$ cat config.mk
export PLATFORM = sky130hd
export DESIGN_NAME = condicionador_botoes
export DESIGN_NICKNAME = d
export VERILOG_FILES = /design/src/rtl/neurosync_pkg.sv /design/src/rtl/sincronizador_2ff.sv /design/src/rtl/condicionador_botoes.sv
export SDC_FILE = /design/constraint.sdc
export NUM_CORES = 1
export LEC_CHECK = 0
export BUFFER_PORTS_ARGS = -buffer_cell sky130_fd_sc_hd__clkbuf_2
export CAP_MARGIN = 5
export CORE_ASPECT_RATIO = 2
export CORE_MARGIN = 5
export CORE_UTILIZATION = 40
export CTS_CLUSTER_SIZE = 10
export DETAILED_ROUTE_END_ITERATION = 12
export MAX_ROUTING_LAYER = met4
export PLACE_DENSITY = 0.61
export SLEW_MARGIN = 25
export SYNTH_ARGS = -nofsm -noshare
export SYNTH_HDL_FRONTEND = slang
export SYNTH_SLANG_ARGS = --single-unit
$ cat constraint.sdc
create_clock -name clock -period 4.4 [get_ports clock]
set_clock_uncertainty 0.2 [all_clocks]
set_input_delay 0.22 -clock clock [delete_from_list [all_inputs] [get_ports clock]]
set_output_delay 0.22 -clock clock [all_outputs]
set_load 0.03 [all_outputs]
$ cat src/rtl/neurosync_pkg.sv
// Shared definitions for the neurosync game blocks: button conditioner state
// codes, default debounce length and a one-hot helper.
package neurosync_pkg;

    localparam int DEBOUNCE_CICLOS_PADRAO = 5;
    localparam int NUM_BOTOES             = 4;

    typedef enum logic [2:0] {
        ESPERA = 3'd0,
        FILTRA = 3'd1,
        EMITE  = 3'd2,
        ERRO   = 3'd3,
        SEGURA = 3'd4
    } estado_t;

    // True when exactly one bit is set.
    function automatic logic eh_one_hot(input logic [NUM_BOTOES-1:0] v);
        return (v != '0) && ((v & (v - 1'b1)) == '0);
    endfunction

endpackage

$ cat src/rtl/sincronizador_2ff.sv
// Two-flop synchronizer, one chain per bit, for asynchronous inputs.
module sincronizador_2ff #(
    parameter int WIDTH = 4
) (
    input  logic             clock,
    input  logic             reset,
    input  logic [WIDTH-1:0] d,
    output logic [WIDTH-1:0] q
);

    logic [WIDTH-1:0] meta;

    always_ff @(posedge clock) begin
        if (reset) begin
            meta <= '0;
            q    <= '0;
        end else begin
            meta <= d;
            q    <= meta;
        end
    end

endmodule

$ cat src/rtl/condicionador_botoes.sv
// Push-button conditioner: synchronizes, debounces and validates one-hot plays,
// emitting a single strobe per press and requiring a debounced release between plays.
module condicionador_botoes
    import neurosync_pkg::*;
#(
    parameter int DEBOUNCE_CICLOS = DEBOUNCE_CICLOS_PADRAO
) (
    input  logic                  clock,
    input  logic                  reset,
    input  logic [NUM_BOTOES-1:0] botoes,
    input  logic                  habilita,
    output logic [NUM_BOTOES-1:0] jogada,
    output logic                  jogada_feita,
    output logic                  erro_multiplo,
    output logic [2:0]            db_estado
);

    localparam int              CW      = $clog2(DEBOUNCE_CICLOS + 1);
    localparam logic [CW-1:0]   CNT_ULT = CW'(DEBOUNCE_CICLOS - 1);
    localparam logic [CW-1:0]   CNT_UM  = CW'(1);

    logic [NUM_BOTOES-1:0] sinc;
    estado_t               estado, estado_d;
    logic [CW-1:0]         cnt, cnt_d;
    logic [NUM_BOTOES-1:0] amostra, amostra_d;
    logic [NUM_BOTOES-1:0] jogada_d;

    sincronizador_2ff #(.WIDTH(NUM_BOTOES)) u_sinc (
        .clock (clock),
        .reset (reset),
        .d     (botoes),
        .q     (sinc)
    );

    always_ff @(posedge clock) begin
        if (reset) begin
            estado  <= ESPERA;
            cnt     <= '0;
            amostra <= '0;
            jogada  <= '0;
        end else begin
            estado  <= estado_d;
            cnt     <= cnt_d;
            amostra <= amostra_d;
            jogada  <= jogada_d;
        end
    end

    always_comb begin
        estado_d  = estado;
        cnt_d     = cnt;
        amostra_d = amostra;
        jogada_d  = jogada;
        unique case (estado)
            ESPERA: begin
                if (habilita && sinc != '0) begin
                    estado_d  = FILTRA;
                    amostra_d = sinc;
                    cnt_d     = CNT_UM;
                end
            end
            FILTRA: begin
                if (!habilita || sinc == '0) begin
                    estado_d = ESPERA;
                    cnt_d    = '0;
                end else if (sinc != amostra) begin
                    // a different combination restarts the stability window
                    amostra_d = sinc;
                    cnt_d     = CNT_UM;
                end else if (cnt == CNT_ULT) begin
                    cnt_d = '0;
                    if (eh_one_hot(amostra)) begin
                        estado_d = EMITE;
                        jogada_d = amostra;
                    end else begin
                        estado_d = ERRO;
                    end
                end else begin
                    cnt_d = cnt + 1'b1;
                end
            end
            EMITE, ERRO: begin
                estado_d = SEGURA;
                cnt_d    = '0;
            end
            SEGURA: begin
                // counts consecutive released samples; any press restarts it
                if (sinc != '0) begin
                    cnt_d = '0;
                end else if (cnt == CNT_ULT) begin
                    estado_d = ESPERA;
                    cnt_d    = '0;
                end else begin
                    cnt_d = cnt + 1'b1;
                end
            end
            default: begin
                estado_d = ESPERA;
                cnt_d    = '0;
            end
        endcase
    end

    assign jogada_feita  = (estado == EMITE);
    assign erro_multiplo = (estado == ERRO);
    assign db_estado     = estado;

endmodule
---- Yosys cells after proc, flatten, opt, wreduce, memory -nomap -nowiden ----
Index checks and enable logic that the tools add are counted.
Widths: inputs -> output; s select.
cells by class
  add/subtract/negate cells ............... 2
  eq/ne operators ......................... 13
  muxes and demuxes ....................... 17
  bitwise gates (word level) .............. 3
  reductions and logical operators ........ 14
operators with widths
  operator             count
  $mux 3               10
  $mux 4               3
  $pmux 3 s4           1
  $ne 2x2->1 const B   5
  $reduce_and 5->1     2
  $pmux 3 s3           1
  $logic_not 4->1      2
  $pmux 4 s2           1
  $reduce_bool 4->1    2
  $eq 3x2->1 const B   2
  $eq 3x3->1 const B   2
  $ne 3x3->1 const B   2
  $and 4x4->4          1
  $ne 4x4->1           1
  $reduce_and 4->1     1
  $sub 4x1->4 const B  1
  $add 3x1->3 const B  1
  $eq 3x1->1 const B   1
  $logic_not 3->1      1
  $logic_and 1x1->1    2
  $not 1->1            2
  $reduce_bool 2->1    1
  $reduce_or 2->1      1
  $logic_not 1->1      1
  2 further kinds      2
word-level totals
  register bits ........................... 22
  input port bits ......................... 7
  output and inout bits ................... 9
  logic and storage cells ................. 55

---- Longest topological paths before layout ----
  depth in word-level cells ............... 9
  mapped depth ............................ 6

---- Modules after synthesis ----
Synthesis repeated with hierarchy kept, for this count alone.
unflattened totals
  cell total of the unflattened synthesis .. 110
  area total of the unflattened synthesis .. 994.7 µm²
by module, submodules not included
  module                instances  cells an instance  area each (µm²)  seq. area each (µm²)
  condicionador_botoes  1          94                 784.5            280.3
  sincronizador_2ff     1          16                 210.2            160.2

---- Worst setup path before layout ----
Ideal clock, no wire load.
  path kind ............................... flip-flop to flip-flop
  start point ............................. register estado[0] (netlist: db_estado[0])
  end point ............................... register cnt[0]
  setup time .............................. 0.058 ns
  data arrival time ....................... 1.643 ns
  required time ........................... 4.142 ns
  setup slack ............................. 2.498 ns
  cell stages (with the launch flop) ...... 6
  cells stage by stage .................... dfxtp_1 buf_6 nor2_1 a2111o_1 a2111oi_0 a211o_1
on the way
  word-level cells in the longest chain between the ends .. 2
  elaborated cells on any way between the ends .. 5
  those cells by class .................... eq/ne (3); mux (1); reduce/logical (1)
RTL lines
  item                                      RTL line                    text
  start: declaration                        condicionador_botoes.sv:23  estado_t estado, estado_d;
  start signal: assignment                  condicionador_botoes.sv:42  estado <= estado_d;
  $eq 3x3->1, or another cell as far along  condicionador_botoes.sv:54  unique case (estado)
  $pmux 3 s3 or $ne 2x2->1 (tied branches)  -
  end signal: assignment                    condicionador_botoes.sv:43  cnt <= cnt_d;
  end: declaration                          condicionador_botoes.sv:24  logic [CW-1:0] cnt, cnt_d;
Several ways; a longest one is shown, not always the timed one.
A chain may end at the register's enable or synchronous reset.

---- Worst setup path in the final report ----
Same ends and word-level chain as after synthesis.

==> metrics.yaml <==
antenna_cells_inserted: 0
floorplan.die.height_um: 83.7
power_report.internal_total_uw: 304
grt_pass1_vias: 913
total_leakage_power_uw: 0.000540
clock_sink_count: 22
number_of_buffers_created_by_cts: 3
worstSetupPathType: "flip-flop to flip-flop"
detailroute.via_count: 848
rsz_0062_raised_after_global_routing: "false"
final_antenna_net_count: 0
die_width_um: 46.9
synthesis.instances: 111
power.switching_uw: 93.2
postRouteWirelength_um: 2210
ys.flop_type: "sky130_fd_sc_hd__dfxtp_1"
wire_per_inst_um: 14.1
grt_antenna_before_repair: 0
flow.area_growth_from_synthesis_pct: 15.8
crit_path_max_incr_delay_ps: 580
drc: 0
critical_path.max_fanout: 10
grt_first_pass_wirelength_um: 4050
power_per_cell_area_nw_per_um2: 316
place.port_buffers: 15
run_status: "complete, no violations"
initial_drc_count: 19
clk_root_buffer_cell: "sky130_fd_sc_hd__clkbuf_8"
timing_worst_slew_pin_value_ps: 600
worst_skew_pair.late_latency_ps: 260
power.share.combinational: 0.109
register_area_um2: 440
core-area_um2: 2600
power.share.clock: 0.362
detailed_place_hpwl_um: 1690
routed_via_density: 5.40
rows: 26
post_synthesis_sequential_area_ratio: 0.405
worst_path_max_delay_cell: "sky130_fd_sc_hd__dfxtp_1"
final_hold_viol_count: 0
vdd_ir_drop_max_uv: 195
fin_crit_ps: 2030
syn-num-nets: 120
worstPathRequired_ps: 4410
cts_htree_levels: 1
synth_area_um2: 1090
largest_net_degree_at_the_start_of_global_routing: 29
cp_data_arrival_time_ps: 2040
asyncSetResetFlopFracSynth: 0
synth-warning-count: 0
layout.core_utilization: 0.484
grt.overflow.total: 0
start_kind: "flip-flop"
cts_tree: "done"
synth_cell_types: 34
fillCellCount: 266
clock_tree.buffer_depth: 2
finalSetupViolations: 0
syn-mean-instance-area_um2: 9.80
grt_util_all_layers: 0.141
final_min_period_over_clock_period: 0.460
power.share.sequential: 0.529
totalNegativeSetupSlack_ps: 0
design.final.nets: 139
area_occupied_by_multi_input_gates_um2: 594
critPathCaptureType: "flip-flop"
synth.area.top_cells: "sky130_fd_sc_hd__dfxtp_1, sky130_fd_sc_hd__nand2b_1, sky130_fd_sc_hd__mux2i_1"
initial_core_util: 0.418
finalMaxSlewViolations: 0
power.share.switching: 0.235
max-slew-margin-rel: 0.596
clk_transition_reported_paths_ps: 80
cap_violations: 0
min_path_type: "flip-flop to flip-flop"
synth_top_area_cell: "sky130_fd_sc_hd__dfxtp_1"
design.die.area_um2: 3920
number_of_enable_flip_flop_cells_after_synthesis: 0
floorplan.io_pins: 16
cts.repair_timing.setup_buffer_count: 0
synth_seq_cells: 22
place_congestion: 0.927
crit_chain: "nor2_1, a2111o_1, a2111oi_0, a211o_1"
yosysTopAreaCellShare: 0.405
drive_gt1_frac: 0.194
drt_pre_antenna_iters: 4
max_freq_mhz: 494
-- power by group through the flow --
stage / Clock (uW) / Sequential (uW) / Combinational, uW
floorplan: 0 / 214 / 32.6
global placement: 0 / 215 / 39.6
detailed placement: 0 / 215 / 40.6
CTS: 146 / 211 / 43.6
global route: 155 / 212 / 48.7
finish: 144 / 210 / 43.4
-- logic make-up after synthesis --
family,share of synthesized area
flip-flops,0.405
AND/OR/NAND/NOR,0.299
buffers and inverters,0.0483
multiplexers,0.0737
XOR/XNOR,0.0403
AO/OA/AOI/OAI,0.110
adder cells (fa/ha/maj),0.0230
-- synth_stat cells, drive strengths merged (2+ instances only) --
| cell type | instances |
|---|---|
| dfxtp | 22 |
| nand2b | 13 |
| mux2i | 8 |
| nor2 | 8 |
| nor2b | 8 |
| inv | 5 |
| xor2 | 5 |
| nor4 | 4 |
| a21oi | 3 |
| clkbuf | 3 |
| nand2 | 3 |
| nand3 | 3 |
| nor4b | 3 |
| a2111oi | 2 |
| and2 | 2 |
| buf | 2 |
| ha | 2 |
| nand4b | 2 |
| nor3 | 2 |
| o32ai | 2 |
-- flip-flops by register name, summed over array words and instances, names as in the netlist --
register,flops
jogada,4
db_estado,3
u_sinc.q,4
cnt,3
u_sinc.meta,4
amostra,4
-- per-layer routing --
layer,up-vias,GRT usage,wire [um]
li1,424,-,-
met1,397,0.150,824
met2,21,0.233,1240
met3,6,0.0281,82
met4,0,0.0705,59
met5,-,-,0
-- timing repair --
| item | in CTS | in global routing |
|---|---|---|
| resized for setup | 0 | 0 |
| hold endpoints to repair | 4 | 0 |
| hold buffers | 4 | 0 |
-- cell type report --
| type | count | share of cell area |
|---|---|---|
| sequential | 22 | 0.350 |
| tap | 28 | 0.0278 |
| inverter | 5 | 0.0149 |
| clock buffer | 4 | 0.0437 |
| multi-input combinational | 79 | 0.472 |
| timing repair buffer | 19 | 0.0915 |
-- final timing paths --
path	from	endpoint	slack, ps	depth (start not counted)
max	db_estado[0]$_SDFFE_PP0P_	cnt[0]$_SDFFE_PP0P_	2370	4
min	u_sinc.meta[2]$_SDFF_PP0_	u_sinc.q[2]$_SDFF_PP0_	240	1
max reg2reg	db_estado[0]$_SDFFE_PP0P_	cnt[0]$_SDFFE_PP0P_	2370	4
min reg2reg	u_sinc.meta[2]$_SDFF_PP0_	u_sinc.q[2]$_SDFF_PP0_	240	1
-- critical path, delay by kind of cell (launching register included) --
kind             cells  cell delay, ps
AO/OA/AOI/OAI        3            1070
flip-flops           1             580
AND/OR/NAND/NOR      1             120
-- through the flow --
stage / cells / setup WS, ps / area [um^2] / hold slack, ps / power (uW)
finish: 157 / 2370 / 1260 / 239 / 398
global route: 157 / 2230 / 1260 / 250 / 415
CTS: 157 / 2370 / 1260 / 243 / 400
detailed placement: 149 / 2390 / 1160 / 224 / 256
global placement: 149 / 2440 / 1160 / 216 / 255
floorplan: 111 / 2500 / 1090 / 148 / 246
-- cells in the final DEF, fill, tap and decap left out, types with 3 or more instances in the layout --
cell	netlist	layout
sky130_fd_sc_hd__nand2b_1	13	13
sky130_fd_sc_hd__xor2_1	5	5
sky130_fd_sc_hd__nor2b_1	8	8
sky130_fd_sc_hd__nor4b_1	3	3
sky130_fd_sc_hd__clkbuf_2	0	15
sky130_fd_sc_hd__clkbuf_8	0	4
sky130_fd_sc_hd__nor2_1	8	8
sky130_fd_sc_hd__mux2i_1	8	8
sky130_fd_sc_hd__nand2_1	3	3
sky130_fd_sc_hd__nand3_1	3	3
sky130_fd_sc_hd__dlygate4sd3_1	0	4
sky130_fd_sc_hd__dfxtp_1	22	22
sky130_fd_sc_hd__nor4_1	3	3
sky130_fd_sc_hd__inv_1	5	5
No activity file was read; power rests on OpenSTA's default activity.
